[config.mk]
export PLATFORM = sky130hd
export DESIGN_NAME = pc_gen_unit
export DESIGN_NICKNAME = d
export VERILOG_FILES = /design/src/rtl/pc_gen_unit.sv
export SDC_FILE = /design/constraint.sdc
export NUM_CORES = 1
export LEC_CHECK = 0
export BUFFER_PORTS_ARGS = -buffer_cell sky130_fd_sc_hd__buf_2
export CORE_MARGIN = 3
export CORE_UTILIZATION = 46
export CTS_CLUSTER_DIAMETER = 50
export DETAILED_ROUTE_END_ITERATION = 10
export GPL_TIMING_DRIVEN = 0
export PLACE_DENSITY = 0.86
export SLEW_MARGIN = 20
export SYNTH_ARGS = -nofsm -noshare
export SYNTH_HDL_FRONTEND = slang
export SYNTH_SLANG_ARGS = --single-unit
[constraint.sdc]
create_clock -name clk -period 2.8 [get_ports clk]
set_input_delay 0.28 -clock clk [delete_from_list [all_inputs] [get_ports clk]]
set_output_delay 0.28 -clock clk [all_outputs]
set_load 0.02 [all_outputs]
[src/rtl/pc_gen_unit.sv]
// ---------------------------------------------------------------------------
// pc_gen_unit
//   Fetch-stage program counter and next-PC generator.  Holds the current
//   fetch PC, offers it to the I-cache with a valid/ready handshake and picks
//   the next PC from trap vector, EX redirect, ID jump or sequential step.
//
//   Optional feature macro: PCG_RAS_EN adds a circular return-address stack.
//
// Parameters
//   PC_WIDTH      width of every PC/address bus
//   RESET_VECTOR  PC loaded on reset
//   C_EXT         1: +2 step allowed, 2-byte alignment; 0: +4 only, 4-byte
//   RAS_DEPTH     RAS entries (power of 2, >= 2), PCG_RAS_EN only
//
// Ports
//   clk, reset                 clock (posedge), async active-high reset
//   stall                      hold PC; ID jumps ignored while set
//   fetch_ready / fetch_valid  I-cache handshake for pc_out
//   pc_out                     registered fetch PC
//   inst_compressed            instruction at pc_out is 16-bit
//   id_jump_valid/_pc          ID-stage redirect
//   ex_redirect_valid/_pc      EX-stage redirect (flush)
//   trap_valid/trap_pc         trap / mret redirect (flush)
//   redirect_taken             1-cycle pulse after a redirect is loaded
//   misaligned                 1-cycle pulse: loaded target had low bits set
//   ras_push/ras_pop/ras_push_addr/ras_top/ras_empty   (PCG_RAS_EN only)
// ---------------------------------------------------------------------------
module pc_gen_unit #(
    parameter int                  PC_WIDTH     = 64,
    parameter logic [PC_WIDTH-1:0] RESET_VECTOR = '0,
    parameter int                  C_EXT        = 1,
    parameter int                  RAS_DEPTH    = 8
) (
    input  logic                clk,
    input  logic                reset,
    input  logic                stall,
    input  logic                fetch_ready,
    output logic                fetch_valid,
    output logic [PC_WIDTH-1:0] pc_out,
    input  logic                inst_compressed,
    input  logic                id_jump_valid,
    input  logic [PC_WIDTH-1:0] id_jump_pc,
    input  logic                ex_redirect_valid,
    input  logic [PC_WIDTH-1:0] ex_redirect_pc,
    input  logic                trap_valid,
    input  logic [PC_WIDTH-1:0] trap_pc,
`ifdef PCG_RAS_EN
    input  logic                ras_push,
    input  logic                ras_pop,
    input  logic [PC_WIDTH-1:0] ras_push_addr,
    output logic [PC_WIDTH-1:0] ras_top,
    output logic                ras_empty,
`endif
    output logic                redirect_taken,
    output logic                misaligned
);

    // Low address bits that must be zero for a legal instruction address.
    localparam logic [PC_WIDTH-1:0] LOW_BITS = (C_EXT != 0) ? PC_WIDTH'(1) : PC_WIDTH'(3);

    logic                load_redirect;
    logic                advance;
    logic [PC_WIDTH-1:0] raw_target;
    logic [PC_WIDTH-1:0] step;
    logic [PC_WIDTH-1:0] next_pc;

    always_comb begin
        load_redirect = 1'b0;
        advance       = 1'b0;
        raw_target    = '0;
        step          = (C_EXT != 0 && inst_compressed) ? PC_WIDTH'(2) : PC_WIDTH'(4);
        if (trap_valid) begin
            load_redirect = 1'b1;
            raw_target    = trap_pc;
        end else if (ex_redirect_valid) begin
            load_redirect = 1'b1;
            raw_target    = ex_redirect_pc;
        end else if (id_jump_valid && !stall) begin
            load_redirect = 1'b1;
            raw_target    = id_jump_pc;
        end else if (fetch_valid && fetch_ready && !stall) begin
            advance = 1'b1;
        end

        if (load_redirect)
            next_pc = raw_target & ~LOW_BITS;
        else if (advance)
            next_pc = pc_out + step;
        else
            next_pc = pc_out;
    end

    always_ff @(posedge clk or posedge reset) begin
        if (reset) begin
            pc_out         <= RESET_VECTOR;
            fetch_valid    <= 1'b0;
            redirect_taken <= 1'b0;
            misaligned     <= 1'b0;
        end else begin
            pc_out         <= next_pc;
            fetch_valid    <= 1'b1;
            redirect_taken <= load_redirect;
            misaligned     <= load_redirect && ((raw_target & LOW_BITS) != '0);
        end
    end

`ifdef PCG_RAS_EN
    localparam int PW = $clog2(RAS_DEPTH);
    localparam int CW = PW + 1;

    // ptr is the next write slot; the top entry sits at ptr-1.
    logic [PC_WIDTH-1:0] ras_mem [RAS_DEPTH];
    logic [PW-1:0]       ras_ptr;
    logic [CW-1:0]       ras_count;
    logic [PW-1:0]       top_idx;
    logic [PC_WIDTH-1:0] push_aligned;

    assign top_idx      = ras_ptr - 1'b1;
    assign push_aligned = ras_push_addr & ~LOW_BITS;
    assign ras_empty    = (ras_count == '0);
    assign ras_top      = ras_empty ? '0 : ras_mem[top_idx];

    always_ff @(posedge clk or posedge reset) begin
        if (reset) begin
            ras_ptr   <= '0;
            ras_count <= '0;
        end else if (trap_valid) begin
            ras_ptr   <= '0;
            ras_count <= '0;
        end else if (ras_push && !(ras_pop && !ras_empty)) begin
            ras_ptr <= ras_ptr + 1'b1;
            if (ras_count != CW'(RAS_DEPTH))
                ras_count <= ras_count + 1'b1;
        end else if (ras_pop && !ras_push && !ras_empty) begin
            ras_ptr   <= ras_ptr - 1'b1;
            ras_count <= ras_count - 1'b1;
        end
    end

    // Entry storage needs no reset: it is never visible while count is zero.
    always_ff @(posedge clk) begin
        if (!trap_valid && ras_push) begin
            if (ras_pop && !ras_empty)
                ras_mem[top_idx] <= push_aligned;   // tail call: replace top
            else
                ras_mem[ras_ptr] <= push_aligned;
        end
    end
`endif

endmodule

==> summary.md, run 1 <==
| Metric | Value |
|---|---|
| Leak | `0.00304 uW` |
| CTS max path bufs | `2` |
| Routability cong. | `0.929` |
| Die width | `110 um` |
| DP Wirelength | `16,100 um` |
| Hold Startpoint | `trap_pc[0]` |
| # fillers | `986` |
| Maximum fanout along the worst path | `10` |
| Crit Path Category | `flop to flop` |
| Fin. Hold Viols | `0` |
| Via count | `6,351` |
| Final setup fails | `0` |
| Post-synthesis average cell area | `8.08 um2` |
| DR iter-0 viols | `753` |
| Setup_tns | `0 ns` |
| Worst Skew | `0.00810 ns` |
| Diodes inserted | `0` |
| WL/cell | `20.3 um` |
| Clock Pin Slew Worst Setup and Hold Paths | `0.08 ns` |
| Crit start category | `flop` |
| FF+latch count, synth | `66` |
| Clk_lat worst skew | `0.35 ns` |
| Final wirelength | `21,100 um` |
| Chip height | `110 um` |
| Largest net degree at the start of global routing | `41` |
| Port bufs | `263` |
| Pwr Total | `3050 uW` |
| Status | `completed` |
| Ports | `267` |
| # H-tree levels | `3` |
| Max Slew Vio Count | `0` |
| Initial antenna violation count | `0` |
| Hold path endpoint | `misaligned` |
| CORE AREA | `10,400 um2` |
| Antenna Nets Post-Route | `0` |
| Min Tclk post-route | `2.72 ns` |
| DRC Markers | `0` |
| Yosys warns | `0` |
| VDD IR max | `0.231 mV` |
| Share of post-route cells with drive strength above 1 | `33.6%` |
| Async set-or-reset flop fraction in the synthesized netlist | `100%` |
| CTS tree | `yes` |
| Initial DRT Pass Iterations | `5` |
| Predominant post-synthesis flop cell | `dfrtp_1` |
| PnR worst setup slack | `0.0810 ns` |
| Worst-Margin Slew | `1.04 ns` |
| Max Fclk | `368 MHz` |
| Clock sink count | `66` |
| Core Util, Final | `65.0%` |
| Flop-to-flop setup slack | `0.08 ns` |
| Total CTS buffers | `9` |
| Cells after synthesis | `614` |
| Worst Path Required | `3.02 ns` |
| Crit path DAT | `2.94 ns` |
| Initial Utilization | `47.6%` |
| Cell Pwr Density | `450 nW/um2` |
| Setup crit start | `pc_out[1]` |
| Global Route Usage Sum | `34.0%` |
| Slew HR | `30.9%` |
| EDFF count, synth | `0` |
| Worst setup EP type | `flop` |
| Overflow left after global routing | `0` |
| Worst flop-to-flop path startpoint | `pc_out[1]` |
| Final period util | `97.1%` |
| CTS root buf | `clkbuf_8` |
| Post-Layout Inst Area | `6780 um2` |
| Post-Place Setup Slack | `-0.344 ns` |
| First-pass GRT wire length | `31,100 um` |
| MaxCap Viol Count | `0` |
| DIE AREA | `12,100 um2` |
| Vias/cell | `6.12` |
| Synth unique cells | `52` |
| Number of global-route vias before repair | `5,746` |
| Post-Syn Area | `4960 um2` |
| Syn Nets | `817` |
| Cell row count | `37` |
| Hold Crit Class | `primary input to flop` |
| Area grow syn2layout | `36.6%` |
| Area after DPL | `6470 um2` |
| Register area share after synthesis | `33.3%` |
| R2r endpoint | `pc_out[43]` |
| Worst R2R Path Depth | `9` |
| Nets | `1,099` |
| WHS Path Cells | `3` |
-- state kept, by name (all words and copies together), names as in the netlist --
signal          flops
misaligned          1
fetch_valid         1
redirect_taken      1
pc_out             63
-- how the worst max path moves through the flow --
stage | end | slack, ns | cells past startpoint
floorplan | pc_out[47] | 0.11 | 8
global placement | pc_out[47] | -0.31 | 9
detailed placement | pc_out[47] | -0.34 | 9
CTS | pc_out[63] | 0.05 | 9
global route | pc_out[63] | -0.04 | 9
finish | pc_out[43] | 0.08 | 9
-- cells by family (layout without fill, tap and decap cells) --
| family | Yosys count | in the layout | share of synthesized area, % |
|---|---|---|---|
| and+or+nand+nor | 216 | 216 | 22.3 |
| adders and majority gates | 3 | 3 | 0.908 |
| buffers and inverters | 57 | 344 | 4.39 |
| other | 2 | 2 | 0.151 |
| AOI/OAI and AO/OA | 215 | 215 | 28.7 |
| muxes | 20 | 20 | 4.04 |
| xor gates and xnor gates | 35 | 35 | 6.18 |
| DFF | 66 | 66 | 33.3 |
-- cell usage after synthesis, types with 15 or more instances --
cell,instances,share of area (%)
o21ai_0,42,4.2
nand3_1,26,2.6
nand2_1,50,3.8
dfrtp_1,66,33
a211oi_1,22,3.3
nor2_1,58,4.4
xor2_1,21,3.7
nand4_1,22,2.8
nor3_1,17,1.7
mux2i_1,20,4.0
a22oi_1,23,3.5
a221o_1,15,3.0
clkbuf_1,35,2.6
inv_1,15,1.1
a21oi_1,58,5.9
-- placed cells by master (no fill, tap or decap), types with 15 or more instances in the layout --
cell      Yosys  final
mux2i_1      20     20
clkbuf_1     35     34
buf_2         0    263
nor3_1       17     16
nand2_1      50     50
nand3_1      26     25
o21ai_0      42     42
a21oi_1      58     58
xor2_1       21     21
dfrtp_1      66     66
a211oi_1     22     22
nor2_1       58     58
a22oi_1      23     23
a221o_1      15     15
nand4_1      22     22
-- what timing repair did --
| action | CTS | global route |
|---|---|---|
| setup endpoints to repair | 13 | 16 |
| gates resized for setup | 1 | 6 |
| setup buffers | 2 | 4 |
| hold endpoints to repair | 26 | 0 |
| pin swaps | 2 | 2 |
| hold buffers | 1 | 0 |
| gates cloned | 0 | 0 |
-- worst max-delay path, stage by stage, from the launching register on --
cell,delay (ns)
dfrtp_1,0.38
ha_1,0.18
inv_1,0.05
fa_1,0.43
nor4_4,0.47
nand4_1,0.18
clkbuf_2,0.27
nor3_1,0.31
xnor2_1,0.18
o221ai_1,0.14
-- power breakdown --
group	leakage, uW	switching, uW	internal, uW
sequential	0.000796	156	1060
clock	0.000105	406	499
combinational	0.00213	557	373
-- through the flow --
stage	std cells	hold WS, ns
5_1_grt	1037	0.144
3_3_place_gp	1013	0.493
6_report	1037	0.131
2_1_floorplan	614	0.401
3_5_place_dp	1014	0.291
4_1_cts	1033	0.125
-- cell type report --
class	instances	area, um2	share of cell area, %
clock buffer	9	124	1.83
timing repair buffer	271	1390	20.5
tap	136	170	2.51
sequential	66	1650	24.4
inverter	15	58.8	0.868
clock inverter	7	93.8	1.39
multi-input combinational	491	3120	46.1
buffer	42	163	2.40
-- layer usage --
layer / GRT usage, % / routed length [um] / up-vias
met1: 44.7 / 8310 / 2932
met4: 13.1 / 813 / 0
met2: 54.3 / 9620 / 427
met3: 7.69 / 2350 / 82
met5: 0 / 0 / -
li1: - / - / 2910
Note: power is estimated with default switching activity, not from simulation.
==> run 2, diff against run 1 <==
CORE_UTILIZATION = 42   (was 46)
PLACE_DENSITY = 0.8   (was 0.86)
SLEW_MARGIN = 30   (was 20)
==> run 2 against run 1 <==
Worst setup slack better by 0.012 ns. First-iteration DRC count down 20%. Wire length up 4.3%. Combinational power about the same. Non-clock buffer count up 1. Clock skew about the same. Total power up 3.7%. Sequential share of layout area down 0.21 points. Utilization down 5.4 points. Critical endpoint is now pc_out[52].
==> summary.md, run 2 (synthesized netlist as in run 1, its figures left out) <==
| Metric | Value |
|---|---|
| Pwr Total | `3160 uW` |
| Initial Utilization | `43.2%` |
| CP top delay family | `simple AND/OR/NAND/NOR gates` |
| Cell Pwr Density | `463 nW/um2` |
| Total CTS buffers | `9` |
| Slew HR | `35.0%` |
| CTS tree | `yes` |
| Share of post-route cells with drive strength above 1 | `33.4%` |
| Global Route Usage Sum | `32.1%` |
| CORE AREA | `11,500 um2` |
| DIE AREA | `13,100 um2` |
| Number of global-route vias before repair | `5,918` |
| Slowest CP cell | `nor3_1` |
| WL/cell | `21.1 um` |
| CTS max path bufs | `2` |
| Min Tclk post-route | `2.71 ns` |
| First-pass GRT wire length | `32,200 um` |
| Most flops, register | `pc_out` |
| Final wirelength | `22,000 um` |
| Crit path buf inv count | `0` |
| CTS root buf | `clkbuf_16` |
| Clock sink count | `66` |
| Hold Crit Class | `primary input to flop` |
| Antenna Nets Post-Route | `0` |
| Port bufs | `263` |
| Overflow left after global routing | `0` |
| Initial DRT Pass Iterations | `5` |
| Leak | `0.00306 uW` |
| Setup_tns | `0 ns` |
| Worst Path Required | `3.06 ns` |
| Max Slew Vio Count | `0` |
| Worst setup EP type | `flop` |
| Crit Path Category | `flop to flop` |
| MaxCap Viol Count | `0` |
| RSZ-0062 raised after global routing | `true` |
| Post-Place Setup Slack | `-0.293 ns` |
| Ports | `267` |
| DR iter-0 viols | `601` |
| Fin. Hold Viols | `0` |
| Initial antenna violation count | `0` |
| Routability cong. | `0.961` |
| Clk_lat worst skew | `0.34 ns` |
| # H-tree levels | `3` |
| PnR worst setup slack | `0.0928 ns` |
| Nets | `1,100` |
| Die width | `115 um` |
| VDD IR max | `0.258 mV` |
| Status | `completed` |
| Largest net degree at the start of global routing | `35` |
| Max Fclk | `369 MHz` |
| Via count | `6,331` |
| Most frequent cells in the layout | `263 x buf_2, 66 x dfrtp_1, 58 x a21oi_1` |
| Crit-path cells | `nand4_2 -> or4_4 -> nor3_1 -> nand4_1 -> a21oi_1 -> a2bb2oi_1` |
| Cell row count | `39` |
| Vias/cell | `6.06` |
| Chip height | `115 um` |
| Crit start category | `flop` |
| Final setup fails | `0` |
| Largest stage delay, worst path | `0.69 ns` |
| Worst-Margin Slew | `0.975 ns` |
| Diodes inserted | `0` |
| Maximum fanout along the worst path | `6` |
| DRC Markers | `0` |
| Final period util | `96.7%` |
| Non-filler cells, final | `1,044` |
| Number of flip-flops in the largest register | `63` |
| Clock Pin Slew Worst Setup and Hold Paths | `0.06 ns` |
| Crit path DAT | `2.97 ns` |
| Area grow syn2layout | `37.8%` |
| DP Wirelength | `17,000 um` |
| Leading cell type in the layout, fill and taps excluded | `buf_2` |
| Worst Skew | `0.00844 ns` |
| Post-Place Cells | `1,021` |
[run 2: metal layers]
layer	GRT usage, %	share of wire (%)	vias to the layer above
met5	0	0	-
li1	-	-	2913
met2	53.1	48	381
met4	13.1	3.5	0
met3	7.72	9.7	61
met1	40.0	39	2976
[run 2: timing repair]
action,4_1_cts,5_1_grt
endpoints found under the setup margin,11,15
endpoints found under the hold margin,33,0
pin swaps,2,1
resized for setup,1,5
setup buffers,3,4
hold buffers,1,0
[run 2: cell type report]
| class | count | area, um2 |
|---|---|---|
| inverters | 15 | 58.8 |
| repair buffers | 272 | 1400 |
| well taps | 143 | 179 |
| plain buffers | 42 | 161 |
| flip-flops and latches | 66 | 1650 |
| clock inverters | 3 | 17.5 |
| clock buffers | 12 | 236 |
| multi-input cells | 491 | 3130 |
| fillers | 1135 | 4630 |
[run 2: worst register-to-register path, delay by kind of cell (launching register included)]
family,cells,cell delay [ns]
AO/OA/AOI/OAI,2,0.38
flip-flops,1,0.47
AND/OR/NAND/NOR,4,1.78
[run 2: power breakdown]
group          internal (uW)  switching [uW]  leakage [uW]
Clock                    592             426      0.000122
Sequential              1060             155      0.000796
Combinational            372             556       0.00214
[run 2: metrics by stage]
step,cell area [um2],hold WS [ns],util (%)
global route,6830,0.161,59.6
finish,6830,0.153,59.6
floorplan,4960,0.401,-
global placement,6450,0.491,56.3
CTS,6770,0.149,59.1
detailed placement,6480,0.334,56.5
[run 2: worst paths after layout]
path,startpoint,end,slack [ns],cells past startpoint
max,pc_out[12],pc_out[52],0.09,6
min,trap_pc[0],misaligned,0.15,3
max reg2reg,pc_out[12],pc_out[52],0.09,6
min reg2reg,pc_out[63],pc_out[63],0.55,2
max in group asynchronous,reset,pc_out[44],1.73,4
min in group asynchronous,reset,pc_out[14],0.52,3
==> run 3, diff against run 2 <==
BUFFER_PORTS_ARGS = -buffer_cell sky130_fd_sc_hd__buf_4   (was -buffer_cell sky130_fd_sc_hd__buf_2)
==> run 3 against run 2 <==
Worst setup slack gained 0.11 ns. Global-route usage grew 0.59 points. Clock power grew 25%. Flip-flop and latch count is the same. Fmax grew 4.3%. Sequential share of layout area shrank 2.3 points. Critical path type unchanged. Critical path depth grew 1. Clock skew shrank 0.0016 ns. Sequential power is essentially flat. Critical endpoint is now pc_out[56]. Final cell count is the same. Wire length grew 1.1%.
==> summary.md, run 3 (synthesized netlist as in run 1, its figures left out) <==
| Metric | Value |
|---|---|
| Area grow syn2layout | `52.8%` |
| Crit start category | `flop` |
| CTS tree | `yes` |
| Final period util | `92.7%` |
| Worst Path Required | `2.99 ns` |
| Global Route Usage Sum | `32.7%` |
| MaxCap Viol Count | `0` |
| DP Wirelength | `17,100 um` |
| Cell Pwr Density | `472 nW/um2` |
| Worst Skew | `0.00681 ns` |
| Maximum fanout along the worst path | `9` |
| DR iter-0 viols | `612` |
| Leading cell type in the layout, fill and taps excluded | `buf_4` |
| Port bufs | `263` |
| Die width | `115 um` |
| CTS root buf | `clkbuf_16` |
| RSZ-0062 raised after global routing | `false` |
| Diodes inserted | `0` |
| VDD IR max | `0.256 mV` |
| Worst setup EP type | `flop` |
| Nets | `1,099` |
| Pwr Total | `3580 uW` |
| Crit path DAT | `2.78 ns` |
| Clk_lat worst skew | `0.34 ns` |
| Final setup fails | `0` |
| Total CTS buffers | `9` |
| DIE AREA | `13,100 um2` |
| Routability cong. | `0.963` |
| First-pass GRT wire length | `33,200 um` |
| DRC Markers | `0` |
| Overflow left after global routing | `0` |
| Most flops, register | `pc_out` |
| Non-filler cells, final | `1,044` |
| Min Tclk post-route | `2.60 ns` |
| Initial Utilization | `43.2%` |
| Number of global-route vias before repair | `6,202` |
| Initial antenna violation count | `0` |
| CORE AREA | `11,500 um2` |
| Largest net degree at the start of global routing | `39` |
| Post-Place Cells | `1,021` |
| Cell row count | `39` |
| Initial DRT Pass Iterations | `5` |
| Clock Pin Slew Worst Setup and Hold Paths | `0.06 ns` |
| Max Slew Vio Count | `0` |
| Fin. Hold Viols | `0` |
| # H-tree levels | `3` |
| Clock sink count | `66` |
| Status | `completed` |
| WL/cell | `21.3 um` |
| CTS max path bufs | `2` |
| Worst-Margin Slew | `1.04 ns` |
| Antenna Nets Post-Route | `0` |
| Most frequent cells in the layout | `270 x buf_4, 65 x dfrtp_1, 58 x nor2_1, 58 x a21oi_1, 50 x nand2_1` |
| Leak | `0.00331 uW` |
| Crit Path Category | `flop to flop` |
| Via count | `6,422` |
| Share of post-route cells with drive strength above 1 | `34.0%` |
| Max Fclk | `385 MHz` |
| Hold Crit Class | `primary input to flop` |
| Chip height | `115 um` |
| Final wirelength | `22,200 um` |
| Slew HR | `30.6%` |
| Vias/cell | `6.15` |
| Setup_tns | `0 ns` |
| Ports | `267` |
| Number of flip-flops in the largest register | `63` |
## run 3: changes by cell type in the layout (fill, tap and decap cells not counted), sizes merged
| cell | change |
|---|---|
| buf | -1 |
| bufinv | +2 |
| clkinv | -1 |
## run 3: path summary, 6_finish.rpt
| check | start | to | slack, ns | cells after the start |
|---|---|---|---|---|
| max | pc_out[3] | pc_out[56] | 0.20 | 7 |
| min | trap_pc[0] | misaligned | 0.15 | 3 |
| max reg2reg | pc_out[3] | pc_out[56] | 0.20 | 7 |
| min reg2reg | pc_out[63] | pc_out[63] | 0.55 | 2 |
| max in group asynchronous | reset | pc_out[46] | 1.75 | 4 |
| min in group asynchronous | reset | fetch_valid | 0.50 | 3 |
## run 3: per-stage QoR
step | cell area [um2] | util, % | hold slack, ns | setup WS (ns)
detailed placement | 7130 | 62.2 | 0.312 | -0.273
global placement | 7110 | 62.0 | 0.486 | -0.273
global route | 7570 | 66.1 | 0.169 | 0.0278
CTS | 7510 | 65.5 | 0.155 | 0.0478
finish | 7570 | 66.1 | 0.151 | 0.205
floorplan | 4960 | - | 0.401 | 0.109
## run 3: cell type report
| type | instances | area, um2 |
|---|---|---|
| multi-input cells | 491 | 3130 |
| clock inverters | 4 | 72.6 |
| clock buffers | 12 | 267 |
| repair buffers | 271 | 2050 |
| well taps | 143 | 179 |
| plain buffers | 42 | 163 |
| flip-flops and latches | 66 | 1650 |
| fillers | 1013 | 3890 |
| inverters | 15 | 58.8 |
## run 3: worst max-delay path: stages (launching register included)
cell	delay, ns
dfrtp_1	0.43
and3_1	0.18
clkbuf_1	0.24
nand3_2	0.29
or4_4	0.64
nor4_2	0.37
xnor2_1	0.16
o221ai_1	0.13
## run 3: per-layer routing
layer	part of all wire [%]	routed length, um	track usage (%)	up-vias
met5	0	0	0	-
met4	3.0	664	11.2	0
met3	11	2440	7.72	64
met2	48	10700	54.2	422
met1	38	8480	41.6	3028
li1	-	-	-	2908
## run 3: repair_timing
item / 4_1_cts / 5_1_grt
setup buffers: 1 / 5
gates resized for setup: 3 / 7
hold buffers: 1 / 0
endpoints found under the hold margin: 28 / 0
endpoints found under the setup margin: 12 / 15
pin swaps: 1 / 4
## run 3: power by group
| group | leakage, uW | switching [uW] | internal (uW) |
|---|---|---|---|
| Clock | 0.000165 | 434 | 851 |
| Sequential | 0.000795 | 164 | 1060 |
| Combinational | 0.00235 | 559 | 507 |
| Total | 0.00331 | 1160 | 2420 |
